$ cat config.mk
export PLATFORM = sky130hd
export DESIGN_NAME = uart_wb_arbiter_flat
export DESIGN_NICKNAME = d
export VERILOG_FILES = /design/src/rtl/uart_wb_arbiter_if.sv /design/src/rtl/uart_wb_arbiter.sv /design/src/flat_wrapper.sv
export SDC_FILE = /design/constraint.sdc
export NUM_CORES = 1
export LEC_CHECK = 0
export CORE_MARGIN = 3
export CORE_UTILIZATION = 36
export CTS_CLUSTER_SIZE = 24
export DETAILED_ROUTE_END_ITERATION = 16
export GPL_TIMING_DRIVEN = 1
export PLACE_DENSITY_LB_ADDON = 0.05
export SYNTH_ARGS = -nofsm -noshare
export SYNTH_HDL_FRONTEND = slang
export SYNTH_SLANG_ARGS = --single-unit
$ cat constraint.sdc
create_clock -name clk -period 7.6 [get_ports clk]
set_clock_uncertainty 0.05 [all_clocks]
set_input_delay 1.52 -clock clk [delete_from_list [all_inputs] [get_ports clk]]
set_output_delay 1.52 -clock clk [all_outputs]
set_load 0.05 [all_outputs]
$ cat src/rtl/uart_wb_arbiter_if.sv
// -----------------------------------------------------------------------------
// uart_wb_arbiter_if
// Bundles the signals between N_REQ wishbone requesters, the arbiter, and the
// single UART register-file wishbone slave (3-bit address, 8-bit data).
//
// Parameters:
//   N_REQ     number of requesting masters
//
// Requester side:
//   req_cyc/req_stb/req_we [N_REQ]   per-requester wishbone control
//   req_addr [3*N_REQ]               requester i at [3i+2:3i]
//   req_data [8*N_REQ]               requester i at [8i+7:8i]
//   req_ack/req_err [N_REQ]          ack/err routed to the granted requester
//   rd_data [8]                      slave read data, broadcast
//   gnt [N_REQ]                      one-hot grant, zero when idle
// UART slave side:
//   wb_cyc_o/wb_stb_o/wb_we_o/wb_addr_o/wb_data_o   to the slave
//   wb_data_i/wb_ack_i                               from the slave
//
// Modports:
//   master  the arbiter's view (it masters the UART slave)
//   slave   the environment's view (requesters plus UART slave model)
// -----------------------------------------------------------------------------
interface uart_wb_arbiter_if #(
    parameter int N_REQ = 3
);
    logic [N_REQ-1:0]   req_cyc;
    logic [N_REQ-1:0]   req_stb;
    logic [N_REQ-1:0]   req_we;
    logic [3*N_REQ-1:0] req_addr;
    logic [8*N_REQ-1:0] req_data;
    logic [N_REQ-1:0]   req_ack;
    logic [N_REQ-1:0]   req_err;
    logic [7:0]         rd_data;
    logic [N_REQ-1:0]   gnt;

    logic               wb_cyc_o;
    logic               wb_stb_o;
    logic               wb_we_o;
    logic [2:0]         wb_addr_o;
    logic [7:0]         wb_data_o;
    logic [7:0]         wb_data_i;
    logic               wb_ack_i;

    modport master (
        input  req_cyc, req_stb, req_we, req_addr, req_data, wb_data_i, wb_ack_i,
        output req_ack, req_err, rd_data, gnt,
        output wb_cyc_o, wb_stb_o, wb_we_o, wb_addr_o, wb_data_o
    );

    modport slave (
        output req_cyc, req_stb, req_we, req_addr, req_data, wb_data_i, wb_ack_i,
        input  req_ack, req_err, rd_data, gnt,
        input  wb_cyc_o, wb_stb_o, wb_we_o, wb_addr_o, wb_data_o
    );
endinterface

$ cat src/rtl/uart_wb_arbiter.sv
// -----------------------------------------------------------------------------
// uart_wb_arbiter
// Round-robin arbiter sharing the UART register-file wishbone slave between
// N_REQ masters. A grant is held for the whole cyc window so read-modify-write
// sequences on LC/IE are atomic. FSM: IDLE -> BUSY -> RELEASE -> IDLE.
//
// Ports:
//   clk    clock
//   rstn   asynchronous active-low reset
//   bus    uart_wb_arbiter_if.master (requester and UART slave signals)
//
// Optional feature (macro UART_ARB_TIMEOUT_EN):
//   stalled-ack watchdog; after TIMEOUT_CYCLES stalled cycles the granted
//   requester gets a one-cycle req_err pulse and the grant is released.
//   Without the macro req_err is tied to 0 and a missing ack holds the grant.
// -----------------------------------------------------------------------------
module uart_wb_arbiter #(
    parameter int N_REQ          = 3,
    parameter int TIMEOUT_CYCLES = 64
) (
    input  logic                  clk,
    input  logic                  rstn,
    uart_wb_arbiter_if.master     bus
);
    localparam int IDX_W = (N_REQ > 1) ? $clog2(N_REQ) : 1;
    localparam logic [N_REQ-1:0] ONE_HOT0 = {{(N_REQ-1){1'b0}}, 1'b1};

    typedef enum logic [1:0] {
        ST_IDLE    = 2'd0,
        ST_BUSY    = 2'd1,
        ST_RELEASE = 2'd2
    } state_t;

    state_t             state_q, state_d;
    logic [N_REQ-1:0]   gnt_q, gnt_d;
    // Last granted index; while BUSY it is also the current grant index.
    logic [IDX_W-1:0]   rr_q, rr_d;
    logic [N_REQ-1:0]   req_s;
    logic               pick_found_s;
    logic [IDX_W-1:0]   pick_idx_s;
    logic               timeout_s;

    if (N_REQ < 2 || N_REQ > 8) begin : g_bad_n_req
        $error("uart_wb_arbiter: N_REQ must be in 2..8");
    end
    if (TIMEOUT_CYCLES < 1) begin : g_bad_timeout
        $error("uart_wb_arbiter: TIMEOUT_CYCLES must be at least 1");
    end

    assign req_s = bus.req_cyc & bus.req_stb;

    // Round-robin pick: first active request searching upward from rr+1 with wrap.
    always_comb begin
        pick_found_s = 1'b0;
        pick_idx_s   = '0;
        for (int k = 1; k <= N_REQ; k++) begin
            if (!pick_found_s && req_s[(int'(rr_q) + k) % N_REQ]) begin
                pick_found_s = 1'b1;
                pick_idx_s   = IDX_W'((int'(rr_q) + k) % N_REQ);
            end else begin
                pick_found_s = pick_found_s;
            end
        end
    end

`ifdef UART_ARB_TIMEOUT_EN
    localparam int CNT_W = $clog2(TIMEOUT_CYCLES + 1);
    logic [CNT_W-1:0] cnt_q, cnt_d;

    // Stall counter: cleared outside BUSY and on ack, counts stalled strobes.
    always_comb begin
        cnt_d     = cnt_q;
        timeout_s = 1'b0;
        if (state_q == ST_BUSY) begin
            if (bus.wb_ack_i) begin
                cnt_d = '0;
            end else if (req_s[rr_q]) begin
                // The cycle that would make the count reach TIMEOUT_CYCLES aborts.
                if (cnt_q == CNT_W'(TIMEOUT_CYCLES - 1)) begin
                    timeout_s = 1'b1;
                    cnt_d     = '0;
                end else begin
                    cnt_d = cnt_q + CNT_W'(1);
                end
            end else begin
                cnt_d = cnt_q;
            end
        end else begin
            cnt_d = '0;
        end
    end

    // Stall counter register.
    always_ff @(posedge clk or negedge rstn) begin
        if (!rstn) begin
            cnt_q <= '0;
        end else begin
            cnt_q <= cnt_d;
        end
    end
`else
    assign timeout_s = 1'b0;
`endif

    // Next-state logic: grant from IDLE, hold while cyc, one RELEASE cycle.
    always_comb begin
        state_d = state_q;
        gnt_d   = gnt_q;
        rr_d    = rr_q;
        case (state_q)
            ST_IDLE: begin
                if (pick_found_s) begin
                    state_d = ST_BUSY;
                    gnt_d   = ONE_HOT0 << pick_idx_s;
                    rr_d    = pick_idx_s;
                end else begin
                    state_d = ST_IDLE;
                end
            end
            ST_BUSY: begin
                if (timeout_s || !bus.req_cyc[rr_q]) begin
                    state_d = ST_RELEASE;
                    gnt_d   = '0;
                end else begin
                    state_d = ST_BUSY;
                end
            end
            ST_RELEASE: begin
                state_d = ST_IDLE;
                gnt_d   = '0;
            end
            default: begin
                state_d = ST_IDLE;
                gnt_d   = '0;
            end
        endcase
    end

    // State, grant and round-robin pointer registers.
    always_ff @(posedge clk or negedge rstn) begin
        if (!rstn) begin
            state_q <= ST_IDLE;
            gnt_q   <= '0;
            rr_q    <= IDX_W'(N_REQ - 1);
        end else begin
            state_q <= state_d;
            gnt_q   <= gnt_d;
            rr_q    <= rr_d;
        end
    end

    // Slave-side mux and ack/err routing; everything is zero outside BUSY.
    always_comb begin
        bus.wb_cyc_o  = 1'b0;
        bus.wb_stb_o  = 1'b0;
        bus.wb_we_o   = 1'b0;
        bus.wb_addr_o = 3'd0;
        bus.wb_data_o = 8'd0;
        bus.req_ack   = '0;
        bus.req_err   = '0;
        if (state_q == ST_BUSY) begin
            // Combinational path so a requester dropping cyc aborts in the same cycle.
            bus.wb_cyc_o        = bus.req_cyc[rr_q] & ~timeout_s;
            bus.wb_stb_o        = bus.req_stb[rr_q] & ~timeout_s;
            bus.wb_we_o         = bus.req_we[rr_q];
            bus.wb_addr_o       = bus.req_addr[int'(rr_q) * 3 +: 3];
            bus.wb_data_o       = bus.req_data[int'(rr_q) * 8 +: 8];
            bus.req_ack[rr_q]   = bus.wb_ack_i;
            bus.req_err[rr_q]   = timeout_s;
        end else begin
            bus.wb_cyc_o = 1'b0;
        end
    end

    assign bus.rd_data = bus.wb_data_i;
    assign bus.gnt     = gnt_q;
endmodule

$ cat src/flat_wrapper.sv
// flat-port wrapper written by rule: the top's interface ports become plain ports
module uart_wb_arbiter_flat 
#(
    parameter int N_REQ          = 3,
    parameter int TIMEOUT_CYCLES = 64
)
  (clk, rstn, bus_req_cyc, bus_req_stb, bus_req_we, bus_req_addr, bus_req_data, bus_wb_data_i, bus_wb_ack_i, bus_req_ack, bus_req_err, bus_rd_data, bus_gnt, bus_wb_cyc_o, bus_wb_stb_o, bus_wb_we_o, bus_wb_addr_o, bus_wb_data_o);
  uart_wb_arbiter_if #(.N_REQ(N_REQ)) bus_i ();
  input  logic clk;
  input  logic rstn;
  input wire logic [$bits(bus_i.req_cyc)-1:0] bus_req_cyc;
  input wire logic [$bits(bus_i.req_stb)-1:0] bus_req_stb;
  input wire logic [$bits(bus_i.req_we)-1:0] bus_req_we;
  input wire logic [$bits(bus_i.req_addr)-1:0] bus_req_addr;
  input wire logic [$bits(bus_i.req_data)-1:0] bus_req_data;
  input wire logic [$bits(bus_i.wb_data_i)-1:0] bus_wb_data_i;
  input wire logic [$bits(bus_i.wb_ack_i)-1:0] bus_wb_ack_i;
  output wire logic [$bits(bus_i.req_ack)-1:0] bus_req_ack;
  output wire logic [$bits(bus_i.req_err)-1:0] bus_req_err;
  output wire logic [$bits(bus_i.rd_data)-1:0] bus_rd_data;
  output wire logic [$bits(bus_i.gnt)-1:0] bus_gnt;
  output wire logic [$bits(bus_i.wb_cyc_o)-1:0] bus_wb_cyc_o;
  output wire logic [$bits(bus_i.wb_stb_o)-1:0] bus_wb_stb_o;
  output wire logic [$bits(bus_i.wb_we_o)-1:0] bus_wb_we_o;
  output wire logic [$bits(bus_i.wb_addr_o)-1:0] bus_wb_addr_o;
  output wire logic [$bits(bus_i.wb_data_o)-1:0] bus_wb_data_o;
  assign bus_i.req_cyc = bus_req_cyc;
  assign bus_i.req_stb = bus_req_stb;
  assign bus_i.req_we = bus_req_we;
  assign bus_i.req_addr = bus_req_addr;
  assign bus_i.req_data = bus_req_data;
  assign bus_i.wb_data_i = bus_wb_data_i;
  assign bus_i.wb_ack_i = bus_wb_ack_i;
  assign bus_req_ack = bus_i.req_ack;
  assign bus_req_err = bus_i.req_err;
  assign bus_rd_data = bus_i.rd_data;
  assign bus_gnt = bus_i.gnt;
  assign bus_wb_cyc_o = bus_i.wb_cyc_o;
  assign bus_wb_stb_o = bus_i.wb_stb_o;
  assign bus_wb_we_o = bus_i.wb_we_o;
  assign bus_wb_addr_o = bus_i.wb_addr_o;
  assign bus_wb_data_o = bus_i.wb_data_o;
  uart_wb_arbiter #(.N_REQ(N_REQ), .TIMEOUT_CYCLES(TIMEOUT_CYCLES)) u_core (.clk(clk), .rstn(rstn), .bus(bus_i));
endmodule
==> impl_results.md <==
* Total power at just under 0.7 mW
* H-tree lvl count at 1
* Final period utilization at 0.665
* GRT overflow at 0
* Chip Height at approximately 60 um
* Sequential share of power at 0.153
* Worst R2R End: u_core.bus.gnt[1]
* CP required at roughly 6000 ps
* Hold Crit Class: flip-flop to flip-flop
* R2R Setup Slk at 4490 ps
* Total core area at ~2600 sq um
* Share of cells above drive strength 1 at 0.0737
* Min-delay src: u_core.bus.gnt[0]
* Top cell type's share of synthesized area at 0.144
* Worst slew pin tran at approximately 890 ps
* Asr flop ratio synth at 1.00
* Fill cells at roughly 270
* Vias in the first global route at about 1100
* Root Buffer: clkbuf_4
* Final setup vio count at 0
* # clock sinks at 7
* Setup crit end: bus_wb_cyc_o
* Post-synth EDFFs at 0
* First-pass GRT wire length at roughly 5.1 mm
* Tot GR Track Use at 0.183
* Initial DRT Pass Iterations at 4
* DR WL/cell at about 15 um
* Reg clk slew, reported paths at 50 ps
* Final RePlAce weighted congestion at 0.753
* Initial antenna violation count at 0
* CP cell instances: clkdlybuf4s50_1 -> mux2i_1 -> o22ai_1 -> and2_1 -> clkdlybuf4s50_1
* Crit path time final at 5060 ps
* Mapped Avg Cell Area at ~7.5 sq um
* Clock latency on the worst-skew pair at approximately 250 ps
* Die W at roughly 60 um
* Leakage power total at ~0.67 nW
* Port bufs at 64
* Unrepaired setup endpoints after global routing: false
* Pint at 0.284 mW
* Largest net degree at the start of global routing at 21
* Cell variety after synth at 36
* Remaining antenna violation count after routing at 0
* Cell taking the most area after synthesis: dfrtp_1
* CP max FO at 4
* Via count at around 1100
* Crit. Startpoint: bus_req_cyc[0]
* Drt first-iter violations at 32
* Final hold viol count at 0
* Register area share after synthesis at 0.169
* Synth-to-Final Area Change at 55.9%
* Syn Std Cell Area at ~1000 sq um
* FMAX at approximately 200 MHz
* Combinational power share at 0.799
* Post-synth top cells: 31 x nor2_1, 18 x a21oi_1, 14 x mux2i_1, 12 x buf_4, 7 x inv_1
* CTS Hold Bufs at 0
* CTS tree: built
* Synth warn at 0
* Post-CTS Resized at 0
* Slew HR at 0.405
* Pwr per Cell Area at ~410 nW/um^2
* CP startpoint kind: input pin
* I/O pin count at 84
* Worst VDD drop at between 0.2 and 0.3 mV
* Clock Power Share at 0.048
* Via-to-Cell Ratio at between 5 and 6
* Sw power at slightly below 0.4 mW
* Rows at 18
* Antenna cells at 0
* Final HPWL from detailed placement at around 2.5 mm
* Die ar. at between 3000 and 4000 sq um
* Post-Route WL at between 3 and 4 mm
* Placed Cells at 216
* Bufs on Longest Clock Path at 2
* Most frequent cell after synthesis: nor2_1
* Worst path arrival time at about 3500 ps
* Main synth FF type: dfrtp_1
* Gate Count Post-Synth at 139
* Endpoint type of the worst setup path: output port
* DRC at 0
* Most used cell along the critical path: clkdlybuf4s50_1
* Max-slew violation count at 0
* Setup TNS at 0 ps
* CTS Buf Count at 3
* Initial core utilization at 0.399
* Sw frac at 0.579
* Fin nets at ~250
* Post-CTS Setup Inserts at 0
* CP Class: input pin to output port
* Yosys reg bits at 7
* Largest stage delay on the critical path at between 800 and 900 ps
* Reg2reg start: u_core.rr_q[0]
* Status: completed
* Maximum capacitance violations at 0
* Cell count of the worst reg-to-reg path at 7
* CP max stage cell: clkdlybuf4s50_1
* Finished Layout Cells at 220
* Most area-consuming cells after synthesis: dfrtp_1 14%, mux2i_1 13%, nor2_1 11%
[cell families (layout without fill, tap and decap cells)]
logic type	Yosys count	count (layout)	synth area share
fa+ha+maj	4	4	0.0480
buf+inv	27	76	0.152
mux	14	14	0.134
flops	7	7	0.169
compound gates	30	30	0.204
simple gates	56	56	0.289
other cells	1	3	0.00359
[worst min path at each step]
| stage | to | depth (start not counted) | slack (ps) |
|---|---|---|---|
| after floorplan | u_core.bus.gnt[1] | 1 | 490 |
| after global placement | u_core.bus.gnt[1] | 2 | 460 |
| after detailed placement | u_core.bus.gnt[0] | 2 | 480 |
| after CTS | u_core.bus.gnt[0] | 2 | 490 |
| after global routing | u_core.bus.gnt[2] | 2 | 510 |
| final | u_core.bus.gnt[0] | 2 | 480 |
[flip-flops by register name (all words and copies together), names as in the netlist]
register / flops
u_core.rr_q: 2
u_core.bus.gnt: 3
u_core.state_q: 2
[metrics by stage]
stage / hold WS, ps / utilization / area [sq um] / worst slack [ps]
finish: 479 / 0.623 / 1630 / 2540
global route: 508 / 0.623 / 1630 / 2480
detailed placement: 476 / 0.613 / 1600 / 2570
CTS: 490 / 0.623 / 1630 / 2550
floorplan: 488 / - / 1050 / 3690
global placement: 457 / 0.613 / 1600 / 2600
[critical path: cells and delay by family]
kind | cells | cell delay, ps
compound gates | 1 | 280
buf+inv | 2 | 1360
mux | 1 | 90
simple gates | 1 | 220
[power by group through the flow]
stage | clock, mW | combinational (mW) | sequential, mW
floorplan | 0 | 0.428 | 0.0856
global placement | 0 | 0.529 | 0.102
detailed placement | 0 | 0.539 | 0.104
CTS | 0.0342 | 0.542 | 0.103
global route | 0.0371 | 0.585 | 0.108
finish | 0.0325 | 0.539 | 0.103
[layout by cell type, fill, tap and decap left out, types with 2 or more instances in the layout]
master,netlist,routed
o22ai_1,3,3
nor2_1,31,31
inv_1,7,7
ha_1,4,4
nand4_1,3,3
a31oi_1,2,2
nand4b_1,2,2
a21oi_1,18,18
nor3_1,2,2
nand2_1,5,5
o31ai_2,2,2
clkdlybuf4s50_1,0,64
and3_1,2,2
conb_1,1,3
dfrtp_1,6,6
mux2i_1,14,14
nand2b_1,2,2
clkbuf_4,0,3
[per-layer routing]
metal	track usage	part of all wire
met5	0	0
met4	0.0601	0.0044
met3	0.0238	0.079
met2	0.318	0.49
met1	0.231	0.43
[layout make-up]
cell class,count,area [sq um],area share
Sequential cell,7,176,0.108
Tap cell,30,37.5,0.0231
Timing Repair Buffer,64,641,0.394
Inverter,8,30.0,0.0185
Clock buffer,4,26.3,0.0162
Multi-Input combinational cell,107,716,0.440
(Power assumes the default switching activity.)
